### src/rtl/audio_frame_mixer.sv
// Purpose: mixes NUM_SRC signed audio sources once per I2S frame with a shared MAC and saturation, then writes the master ring buffer.
// Latency: wr_en rises NUM_SRC+3 mclk cycles after the synced lrclk falling-edge tick; a tick lands 2 cycles after lrclk falls.
// Backpressure: none; a frame tick arriving while busy is dropped and flagged on the sticky overrun output.
module audio_frame_mixer #(
  parameter int NUM_SRC     = 3,
  parameter int SAMPLE_BITS = 16,
  parameter int VOLUME_BITS = 8,
  parameter int BUF_LEN     = 256,
  parameter int ADDR_BITS   = 8,
  parameter int LAG         = 1
) (
  input  logic                           mclk,
  input  logic                           rstn,
  input  logic                           lrclk,
  input  logic [NUM_SRC*SAMPLE_BITS-1:0] src_sample,
  input  logic [NUM_SRC-1:0]             src_valid,
  input  logic [NUM_SRC*VOLUME_BITS-1:0] src_vol,
  input  logic [ADDR_BITS-1:0]           play_index,
  input  logic                           clip_clr,
  output logic                           wr_en,
  output logic [ADDR_BITS-1:0]           wr_addr,
  output logic [SAMPLE_BITS-1:0]         wr_data,
  output logic                           busy,
  output logic                           clip,
  output logic                           overrun
);

  // Accumulator is wide enough to hold NUM_SRC full-scale products without overflow.
  localparam int ACC_BITS  = SAMPLE_BITS + VOLUME_BITS + 1 + $clog2(NUM_SRC);
  localparam int PROD_BITS = SAMPLE_BITS + VOLUME_BITS + 1;
  localparam int IDX_BITS  = (NUM_SRC > 1) ? $clog2(NUM_SRC) : 1;
  localparam int LAG_MOD   = LAG % BUF_LEN;
  localparam int SHIFT     = VOLUME_BITS - 1;

  localparam logic signed [ACC_BITS-1:0] Y_MAX = ACC_BITS'((1 << (SAMPLE_BITS - 1)) - 1);
  localparam logic signed [ACC_BITS-1:0] Y_MIN = -ACC_BITS'(1 << (SAMPLE_BITS - 1));

  typedef enum logic [2:0] {
    S_IDLE,
    S_CAPTURE,
    S_MAC,
    S_SAT,
    S_WRITE
  } state_t;

  state_t state_q, state_nxt;

  logic lrclk_s1, lrclk_cur, lrclk_prev;
  logic tick;

  logic [NUM_SRC*SAMPLE_BITS-1:0] smp_q;
  logic [NUM_SRC-1:0]             vld_q;
  logic [NUM_SRC*VOLUME_BITS-1:0] vol_q;
  logic [ADDR_BITS-1:0]           pi_q;
  logic [IDX_BITS-1:0]            idx_q;
  logic signed [ACC_BITS-1:0]     acc_q;

  logic signed [SAMPLE_BITS-1:0]  cur_smp;
  logic [VOLUME_BITS-1:0]         cur_vol;
  logic                           cur_vld;
  logic signed [VOLUME_BITS:0]    cur_gain;
  logic signed [PROD_BITS-1:0]    prod;
  logic signed [ACC_BITS-1:0]     term;
  logic signed [ACC_BITS-1:0]     y_full;
  logic [SAMPLE_BITS-1:0]         y_sat;
  logic                           y_clamped;
  logic                           mac_last;
  logic                           clip_set;
  logic                           overrun_set;

  // Two-flop synchroniser for the async lrclk, plus one more flop to detect the falling edge.
  always_ff @(posedge mclk or negedge rstn) begin
    if (!rstn) begin
      lrclk_s1   <= 1'b0;
      lrclk_cur  <= 1'b0;
      lrclk_prev <= 1'b0;
    end else begin
      lrclk_s1   <= lrclk;
      lrclk_cur  <= lrclk_s1;
      lrclk_prev <= lrclk_cur;
    end
  end

  assign tick     = lrclk_prev & ~lrclk_cur;
  assign mac_last = (idx_q == IDX_BITS'(NUM_SRC - 1));

  // State register.
  always_ff @(posedge mclk or negedge rstn) begin
    if (!rstn) begin
      state_q <= S_IDLE;
    end else begin
      state_q <= state_nxt;
    end
  end

  // Next-state logic and the state-decoded outputs.
  always_comb begin
    state_nxt = state_q;
    wr_en     = 1'b0;
    busy      = 1'b1;
    case (state_q)
      S_IDLE: begin
        busy = 1'b0;
        if (tick) state_nxt = S_CAPTURE;
      end
      S_CAPTURE: state_nxt = S_MAC;
      S_MAC:     if (mac_last) state_nxt = S_SAT;
      S_SAT:     state_nxt = S_WRITE;
      S_WRITE: begin
        wr_en     = 1'b1;
        state_nxt = S_IDLE;
      end
      default: begin
        busy      = 1'b0;
        state_nxt = S_IDLE;
      end
    endcase
  end

  // Select the operands of the source currently being accumulated.
  always_comb begin
    cur_smp = '0;
    cur_vol = '0;
    cur_vld = 1'b0;
    for (int i = 0; i < NUM_SRC; i++) begin
      if (idx_q == IDX_BITS'(i)) begin
        cur_smp = smp_q[i*SAMPLE_BITS +: SAMPLE_BITS];
        cur_vol = vol_q[i*VOLUME_BITS +: VOLUME_BITS];
        cur_vld = vld_q[i];
      end
    end
  end

  // Gain is unsigned, so zero-extend it before the signed multiply.
  assign cur_gain = $signed({1'b0, cur_vol});
  assign prod     = cur_smp * cur_gain;
  assign term     = cur_vld ? ACC_BITS'(prod) : '0;

  // Scale back to sample range (arithmetic shift floors toward -inf) and clamp.
  always_comb begin
    y_full    = acc_q >>> SHIFT;
    y_sat     = y_full[SAMPLE_BITS-1:0];
    y_clamped = 1'b0;
    if (y_full > Y_MAX) begin
      y_sat     = {1'b0, {(SAMPLE_BITS-1){1'b1}}};
      y_clamped = 1'b1;
    end else if (y_full < Y_MIN) begin
      y_sat     = {1'b1, {(SAMPLE_BITS-1){1'b0}}};
      y_clamped = 1'b1;
    end
  end

  assign clip_set    = (state_q == S_SAT) && y_clamped;
  assign overrun_set = tick && (state_q != S_IDLE);

  // Frame datapath: snapshot inputs, run the MAC, and update the held write outputs.
  always_ff @(posedge mclk or negedge rstn) begin
    if (!rstn) begin
      smp_q   <= '0;
      vld_q   <= '0;
      vol_q   <= '0;
      pi_q    <= '0;
      idx_q   <= '0;
      acc_q   <= '0;
      wr_data <= '0;
      wr_addr <= '0;
    end else begin
      case (state_q)
        S_CAPTURE: begin
          smp_q <= src_sample;
          vld_q <= src_valid;
          vol_q <= src_vol;
          pi_q  <= play_index;
          idx_q <= '0;
          acc_q <= '0;
        end
        S_MAC: begin
          acc_q <= acc_q + term;
          idx_q <= idx_q + 1'b1;
        end
        S_SAT: begin
          wr_data <= y_sat;
          wr_addr <= pi_q - ADDR_BITS'(LAG_MOD);
        end
        default: ;
      endcase
    end
  end

  // Sticky status flags; a set in the same cycle as clip_clr takes priority.
  always_ff @(posedge mclk or negedge rstn) begin
    if (!rstn) begin
      clip    <= 1'b0;
      overrun <= 1'b0;
    end else begin
      if (clip_set)      clip <= 1'b1;
      else if (clip_clr) clip <= 1'b0;
      if (overrun_set)   overrun <= 1'b1;
      else if (clip_clr) overrun <= 1'b0;
    end
  end

endmodule

### config.mk
export PLATFORM = sky130hd
export DESIGN_NAME = audio_frame_mixer
export DESIGN_NICKNAME = d
export VERILOG_FILES = /design/src/rtl/audio_frame_mixer.sv
export SDC_FILE = /design/constraint.sdc
export NUM_CORES = 1
export LEC_CHECK = 0
export ABC_CLOCK_PERIOD_IN_PS = 21000
export CAP_MARGIN = 20
export CORE_ASPECT_RATIO = 1.2
export CORE_UTILIZATION = 43
export DETAILED_ROUTE_END_ITERATION = 16
export PLACE_DENSITY = 0.62
export SLEW_MARGIN = 5
export SYNTH_ARGS = -nofsm -noshare
export SYNTH_HDL_FRONTEND = slang
export SYNTH_SLANG_ARGS = --single-unit
### constraint.sdc
create_clock -name mclk -period 21 [get_ports mclk]
set_clock_uncertainty 0.1 [all_clocks]
set_input_delay 2.1 -clock mclk [delete_from_list [all_inputs] [get_ports mclk]]
set_output_delay 2.1 -clock mclk [all_outputs]
set_load 0.02 [all_outputs]
After elaboration in Yosys (flattened, before gate mapping)
Cells that the tools add are included.
- multipliers: 1
- $lt $le $gt $ge: 2
- shifts and indexed selects: 0
- reduce and logical (&&, ||, !) cells: 10
- divide/modulo/power cells: 0
- mux-type cells: 24
- equality and inequality tests: 8
- bitwise operators: 2
- add/subtract/negate cells: 3
- operators by type and width (operator ; count):
    16-bit two-way mux ; 5
    27-bit case mux with 2 select lines ; 1
    27-bit adder ; 1
    27-bit two-way mux ; 1
    16-bit by 9-bit multiplier with 25-bit output ; 1
    8-bit two-way mux ; 3
    20-bit by 16-bit > comparator with 1-bit output, second input constant ; 1
    20-bit by 16-bit less-than comparator with 1-bit output, second input constant ; 1
    3-bit case mux with 4 select lines ; 1
    1-bit two-way mux ; 10
    8-bit by 1-bit subtractor with 8-bit output, second input constant ; 1
    3-bit by 2-bit == test with 1-bit output, second input constant ; 2
    3-bit two-way mux ; 2
    2-bit nonzero test ; 3
    2-bit != test, second input constant ; 2
    2-bit case mux with 2 select lines ; 1
    4-bit OR reduction ; 1
    3-bit by 1-bit == test with 1-bit output, second input constant ; 1
    3-bit == test, second input constant ; 1
    3-bit logical NOT ; 1
    3-bit nonzero test ; 1
    2-bit by 1-bit adder with 2-bit output, second input constant ; 1
    2-bit by 1-bit == test with 1-bit output, second input constant ; 1
    2-bit == test, second input constant ; 1
    5 further kinds ; 6
- logic and storage cells: 64
- memory bits (read-only): 0
- latch bits: 0
- memories: 0
- register bits: 144
- bits of input ports: 87
- output and inout port bits: 28
- RAM bits: 0

Depth between registers and ports, before layout
Gate-level depths: netlist of the first run.
- depth in word-level cells: 8
- gate-level depth with buffers: 37
- depth with buffers taken out: 36

Least setup slack after synthesis of the first run
OpenSTA, ideal clock, no wires.
- path type: register to register
- start point: register idx_q[1]
- end point: register acc_q[23]
- stages on the path, launching flop included: 34
- path slack: 13.176 ns
- setup time: 0.122 ns
- arrival: 7.602 ns
- cells stage by stage: dfrtp_1 -> inv_1 -> ha_1 -> buf_2 -> clkbuf_1 -> clkbuf_1 -> a21oi_1 -> o21ai_1 -> nand2_1 -> fa_1 -> fa_1 -> inv_1 -> fa_1 -> inv_1 -> fa_1 -> inv_1 -> ha_1 -> a21o_1 -> a21o_1 -> nor3_1 -> and2b_1 -> a311oi_1 -> o21bai_1 -> a21oi_1 -> xor2_1 -> nor2_1 -> ha_1 -> a21o_1 -> a21o_1 -> a21oi_1 -> o21ai_1 -> a21o_1 -> a211o_1 -> a32o_1
- cells in the longest elaborated chain, start to end: 8
- elaborated cells on any way between the ends: 16
- classes of those cells: add/sub: 1; mul: 1; eq/ne: 2; mux: 11; reduce/logical: 1
- ends and longest elaborated chain (what ; RTL line ; RTL):
    start: declaration ; 55 ; logic [IDX_BITS-1:0] idx_q;
    start signal: assignment ; 179 ; idx_q <= idx_q + 1'b1;
    2-bit logical NOT ; 126 ; if (idx_q == IDX_BITS'(i)) begin
    16-bit two-way mux / 8-bit two-way mux (equally long branches) (3 in a row) ; 126 ;
    16-bit by 9-bit multiplier with 25-bit output ; 136 ; assign prod = cur_smp * cur_gain;
    27-bit two-way mux (*) ; 137 ; assign term = cur_vld ? ACC_BITS'(prod) : '0;
    27-bit adder (*) ; 178 ; acc_q <= acc_q + term;
    27-bit case mux with 2 select lines (*) ; 168 ; case (state_q)
    end signal: assignment ; 178 ;
    end: declaration ; 56 ; logic signed [ACC_BITS-1:0] acc_q;
Mark *: on every way between the ends. The rest lies on a longest branch, timed or not.
A chain may end at the register's enable or synchronous reset.

Final worst setup path of the first run
- start point: register idx_q[0]
- end point: register acc_q[23]
Same word-level chain as after synthesis.

==> impl_metrics.csv, run 1 <==
group,metric,value,unit
run_status,outcome,"completed",
detailed_routing,wl_met2,14.3,mm
grt,grt_usage,21.3,%
setup_path,endpoint_kind,"register",
synthesis,seq_area_frac_synth,29.8,%
floorplan,fp.dieH,186,um
finish,fillCellCount,2537,
synthesis,synth-seq-cells,144,
synthesis,synth_fp_nets,1583,
cts,ctsHoldBuffers,0,
detailed_routing,wl_met1,12.7,mm
setup_path,critPathMaxStageDelay,0.69,ns
finish,final_cell_mix,"inv_1 (186), nand2_1 (169), dfrtp_1 (144)",
setup_path,cpLargestDelayFamily,"adder cells",
cts,clk_pin_slew,0.07,ns
detailed_routing,top_layer,"met4",
synthesis,synthCells,1314,
grt,grt_pass1_vias,9792,
detailed_routing,route.met3.wl,834,um
finish,final_common_cell,"inv_1",
finish,drive_gt1_share,10.3,%
sta,slew_headroom,31.0,%
floorplan,die_area,28800,um^2
setup_path,critical_path_buf_inv_count,4,
floorplan,die_w,155,um
synthesis,synth_area_per_cell,9.19,um^2
sta,worst_slew_pin_slew,1.04,ns
setup_path,slowest_stage,"ha_1",
synthesis,ys_types,68,
setup_path,worstSetupStartpointType,"register",
finish,diodes,0,
detailed_routing,detail_route.wl_per_cell,15.8,um
floorplan,core_area,27300,um^2
synthesis,synth-edff-count,0,
cts,cts-root-buf,"clkbuf_16",
detailed_routing,postRouteWirelength,28.6,mm
sta,setup_violations,0,
cts,cts_resized,0,
sta,setup_ws,11.98,ns
run,maxCapViolations,0,
sta,max_freq,111,MHz
finish,area_growth,17.7,%
detailed_routing,drc_errors,0,
sta,hold_slack,0.248,ns
setup_path,arrival,9.23,ns
placed_design,place_ws,12.11,ns
setup_path,critPathKind,"register to register",
detailed_routing,vias,9322,
detailed_routing,vias_per_cell,5.17,
cts,htree_levels,4,
cts,cts_setup_buffers,0,
synthesis,yosysWarnings,0,
grt,grt_start_max_net_pins,80,
setup_path,crit_top_cell,"a21o_1",
sta,finalSetupTns,0,ns
sta,layout_min_cycle_time,9.02,ns
placed_design,place_hpwl,22.3,mm
grt,overflow,0,
detailed_routing,initialDrtViolationCount,401,
cts,numCtsBuffers,17,
floorplan,rows,66,
grt,antenna_found_initial,0,
finish,design_area,14200,um^2
worst_hold_path,min_path_type,"register to register",
finish,multi_input_area,7620,um^2
sta,grt_setup_unrepaired,"no",
synthesis,synth_area,12100,um^2
sta,final_max_slew_viol_count,0,
detailed_routing,drtPass1Iterations,5,
sta,finalCritPeriodShare,43.0,%
sta,hold_viol_final,0,
synthesis,async_flop_share,100,%
cts,clock_latency,0.42,ns
detailed_routing,ant_nets,0,
cts,cts_tree,"done",
floorplan,start_util,44.2,%
finish,final_net_count,1687,
synthesis,synth_ff_type,"dfrtp_1",
setup_path,cp_max_fo,20,
floorplan,ios,115,
placed_design,place_congestion,0.938,
cts,clock_sinks,144,
cts,clk_path_buf_depth,2,
setup_path,worstPathRequired,21.21,ns
finish,ff_latch_area,3600,um^2
placed_design,place_area,13600,um^2
grt,grt_first_pass_wirelength,48.4,mm
placed_design,portBuffers,114,
==> logic make-up (layout without fill, tap and decap cells) <==
group,count (synthesis),in the layout,synth area share (%)
multiplexers,84,84,7.80
AND/OR/NAND/NOR,366,366,13.1
flip-flops,144,144,29.8
buffers and inverters,231,347,7.19
XOR/XNOR,42,42,3.04
AO/OA/AOI/OAI,265,265,13.8
adder cells (fa/ha/maj),182,182,25.2
==> cells in the mapped netlist (all sizes together), types with 5 or more instances <==
cell type / n / area share, %
xnor2: 22 / 1.6
clkbuf: 40 / 1.2
a21o: 23 / 1.4
buf: 5 / 0.17
nand3: 7 / 0.29
inv: 186 / 5.8
nor3: 15 / 0.62
dfrtp: 144 / 30
fa: 103 / 17
or2: 6 / 0.31
and2: 7 / 0.36
ha: 79 / 8.2
nor2b: 14 / 0.72
o21ai: 106 / 4.4
o21a: 19 / 1.2
mux2: 81 / 7.5
xor2: 20 / 1.4
and3: 7 / 0.37
nand2: 169 / 5.3
a21oi: 57 / 2.4
o21bai: 8 / 0.50
nor2: 115 / 3.6
a22oi: 6 / 0.37
a31oi: 5 / 0.26
==> layout make-up <==
cell class	instances	share of cell area [%]
inverters	186	4.91
multi-input cells	939	53.6
repair buffers	130	8.88
clock inverters	14	1.04
flip-flops and latches	144	25.3
clock buffers	17	2.99
well taps	374	3.29
==> state kept, by name (all words and copies together) (netlist names) <==
name / cells
clip: 1
pi_q: 8
vld_q: 3
idx_q: 2
lrclk_prev: 1
acc_q: 27
wr_data: 16
smp_q: 48
vol_q: 24
wr_addr: 8
state_q: 3
lrclk_cur: 1
overrun: 1
lrclk_s1: 1
==> per-stage QoR <==
stage          instances  util [%]
3_5_place_dp        1773      49.9
2_1_floorplan       1314         -
3_3_place_gp        1773      49.9
4_1_cts             1804      52.0
5_1_grt             1804      52.0
6_report            1804      52.0
==> layer usage <==
| layer | vias up | global-route usage [%] |
|---|---|---|
| li1 | 4537 | - |
| met2 | 218 | 38.1 |
| met4 | 0 | 8.40 |
| met1 | 4522 | 26.2 |
| met3 | 45 | 2.37 |
| met5 | - | 0 |
==> path summary, 6_finish.rpt <==
path,cells past startpoint,slack (ns),from,end
setup / recovery,31,11.98,idx_q[0],acc_q[23]
hold / removal,0,0.25,lrclk_s1,lrclk_cur
setup reg to reg,31,11.98,idx_q[0],acc_q[23]
hold reg to reg,0,0.25,lrclk_s1,lrclk_cur
max in group asynchronous,2,17.84,rstn,pi_q[2]
min in group asynchronous,1,1.60,rstn,smp_q[39]
==> worst reg2reg max path, delay by kind of cell, from the launching register on <==
kind                       cells  cell delay [ns]
and+or+nand+nor                5             1.34
xor gates and xnor gates       1             0.17
AOI/OAI and AO/OA             14             3.18
DFF                            1             0.40
adders and majority gates      7             3.45
buffers and inverters          4             0.24
Power of run 1 is not shown: default switching activity piles up to over one toggle a cycle in this logic, so the estimate is an artifact.
==> inputs of run 2 (changes only) <==
--- a/config.mk
+++ b/config.mk
@@ -5,7 +5,7 @@
 export SDC_FILE = /design/constraint.sdc
 export NUM_CORES = 1
 export LEC_CHECK = 0
-export ABC_CLOCK_PERIOD_IN_PS = 21000
+export ABC_CLOCK_PERIOD_IN_PS = 9200
 export CAP_MARGIN = 20
 export CORE_ASPECT_RATIO = 1.2
 export CORE_UTILIZATION = 43
==> constraint.sdc (replaced) <==
create_clock -name mclk -period 9.2 [get_ports mclk]
set_clock_uncertainty 0.1 [all_clocks]
set_input_delay 0.92 -clock mclk [delete_from_list [all_inputs] [get_ports mclk]]
set_output_delay 0.92 -clock mclk [all_outputs]
set_load 0.02 [all_outputs]
==> impl_metrics.csv, run 2 (synthesis results as in run 1) <==
group,metric,value,unit
floorplan,die_w,155,um
setup_path,worstPathRequired,9.41,ns
setup_path,worstReg2RegStart,"idx_q[0]",
finish,largest_reg_flops,48,
setup_path,endpoint_kind,"register",
run_status,outcome,"completed",
setup_path,critPathKind,"register to register",
detailed_routing,drc_errors,0,
worst_hold_path,min_path_type,"register to register",
cts,clk_path_buf_depth,2,
finish,fillCellCount,2552,
detailed_routing,detail_route.wl_per_cell,15.5,um
grt,overflow,0,
sta,layout_min_cycle_time,8.57,ns
sta,final_max_slew_viol_count,0,
setup_path,worstSetupStartpointType,"register",
finish,final_net_count,1697,
grt,antenna_found_initial,0,
sta,max_freq,117,MHz
floorplan,rows,66,
detailed_routing,initialDrtViolationCount,429,
placed_design,place_area,13700,um^2
floorplan,core_area,27300,um^2
setup_path,slowest_stage,"fa_1",
cts,cts_tree,"done",
detailed_routing,ant_nets,0,
finish,top_register,"smp_q",
cts,htree_levels,4,
cts,clock_latency,0.43,ns
finish,final_common_cell,"inv_1",
finish,area_growth,18.8,%
sta,finalCritPeriodShare,93.1,%
finish,top_regs,"smp_q: 48 flops, acc_q: 27 flops, vol_q: 24 flops",
setup_path,crit_top_cell,"a21o_1",
setup_path,cp_max_fo,12,
floorplan,fp.dieH,186,um
sta,grt_setup_unrepaired,"no",
detailed_routing,drtPass1Iterations,5,
finish,design_area,14400,um^2
grt,grt_usage,21.1,%
grt,grt_first_pass_wirelength,47.8,mm
setup_path,arrival,8.77,ns
floorplan,ios,115,
setup_path,cpLargestDelayFamily,"compound AO/OA/AOI/OAI gates",
cts,cts-root-buf,"clkbuf_16",
placed_design,place_hpwl,22.3,mm
detailed_routing,vias,9257,
sta,finalSetupTns,0,ns
cts,clock_sinks,144,
sta,slew_headroom,37.6,%
run,maxCapViolations,0,
setup_path,critical_path_buf_inv_count,5,
floorplan,start_util,44.2,%
grt,grt_pass1_vias,9631,
placed_design,place_congestion,0.937,
setup_path,critPathMaxStageDelay,0.53,ns
finish,diodes,0,
finish,drive_gt1_share,11.3,%
finish,final_util,52.5,%
worst_hold_path,min_from,"lrclk_s1",
sta,hold_viol_final,0,
cts,cts_setup_buffers,0,
placed_design,dp_cells,1783,
grt,grt_start_max_net_pins,98,
finish,final_cell_mix,"inv_1 (186), nand2_1 (169), dfrtp_1 (144)",
cts,clk_pin_slew,0.07,ns
finish,fin_cells,1815,
sta,setup_violations,0,
detailed_routing,postRouteWirelength,28.2,mm
placed_design,portBuffers,114,
sta,worst_slew_pin_slew,0.936,ns
setup_path,worstSetupStartpoint,"idx_q[0]",
cts,numCtsBuffers,17,
floorplan,die_area,28800,um^2
detailed_routing,vias_per_cell,5.10,
-- run 2: cell types whose count changed in the layout (fill, tap and decap cells not counted), sizes merged --
cell,before,now
buf,17,27
clkbuf,17,18
-- run 2: path summary, 6_finish.rpt --
path                              endpoint  slack [ns]  cells past startpoint
min in group asynchronous        smp_q[36]        0.46                      1
worst max register to register   acc_q[26]        0.63                     34
worst min register to register   lrclk_cur        0.26                      0
worst max-delay path             acc_q[26]        0.63                     34
worst min-delay path             lrclk_cur        0.26                      0
max in group asynchronous       wr_addr[3]        7.33                      2
-- run 2: layer usage --
metal / GRT usage (%) / part of all wire (%) / vias to the layer above
met5: 0 / 0 / -
met4: 8.00 / 2.5 / 0
met3: 2.61 / 3.1 / 42
met2: 37.0 / 49 / 191
met1: 26.5 / 45 / 4473
li1: - / - / 4551
-- run 2: area by class of cell --
class,count,area [um^2],area share [%]
Tap cell,374,468,3.26
Clock inverter,14,144,1.00
Inverter,186,698,4.86
Clock buffer,18,439,3.06
Sequential cell,144,3600,25.1
Multi-Input combinational cell,939,7650,53.3
Timing Repair Buffer,140,1350,9.41
-- run 2: what timing repair did --
item | CTS | global route
endpoints found under the setup margin | 0 | 4
hold endpoints to repair | 0 | 0
gates resized for setup | 0 | 7
hold buffers | 0 | 0
-- run 2: through the flow --
stage | worst slack [ns] | hold slack, ns
2_1_floorplan | 1.38 | 0.231
3_3_place_gp | 0.332 | 0.249
3_5_place_dp | 0.271 | 0.242
4_1_cts | 0.220 | 0.270
5_1_grt | 0.0518 | 0.273
6_report | 0.635 | 0.263
Power of run 2 is left out for the same reason.
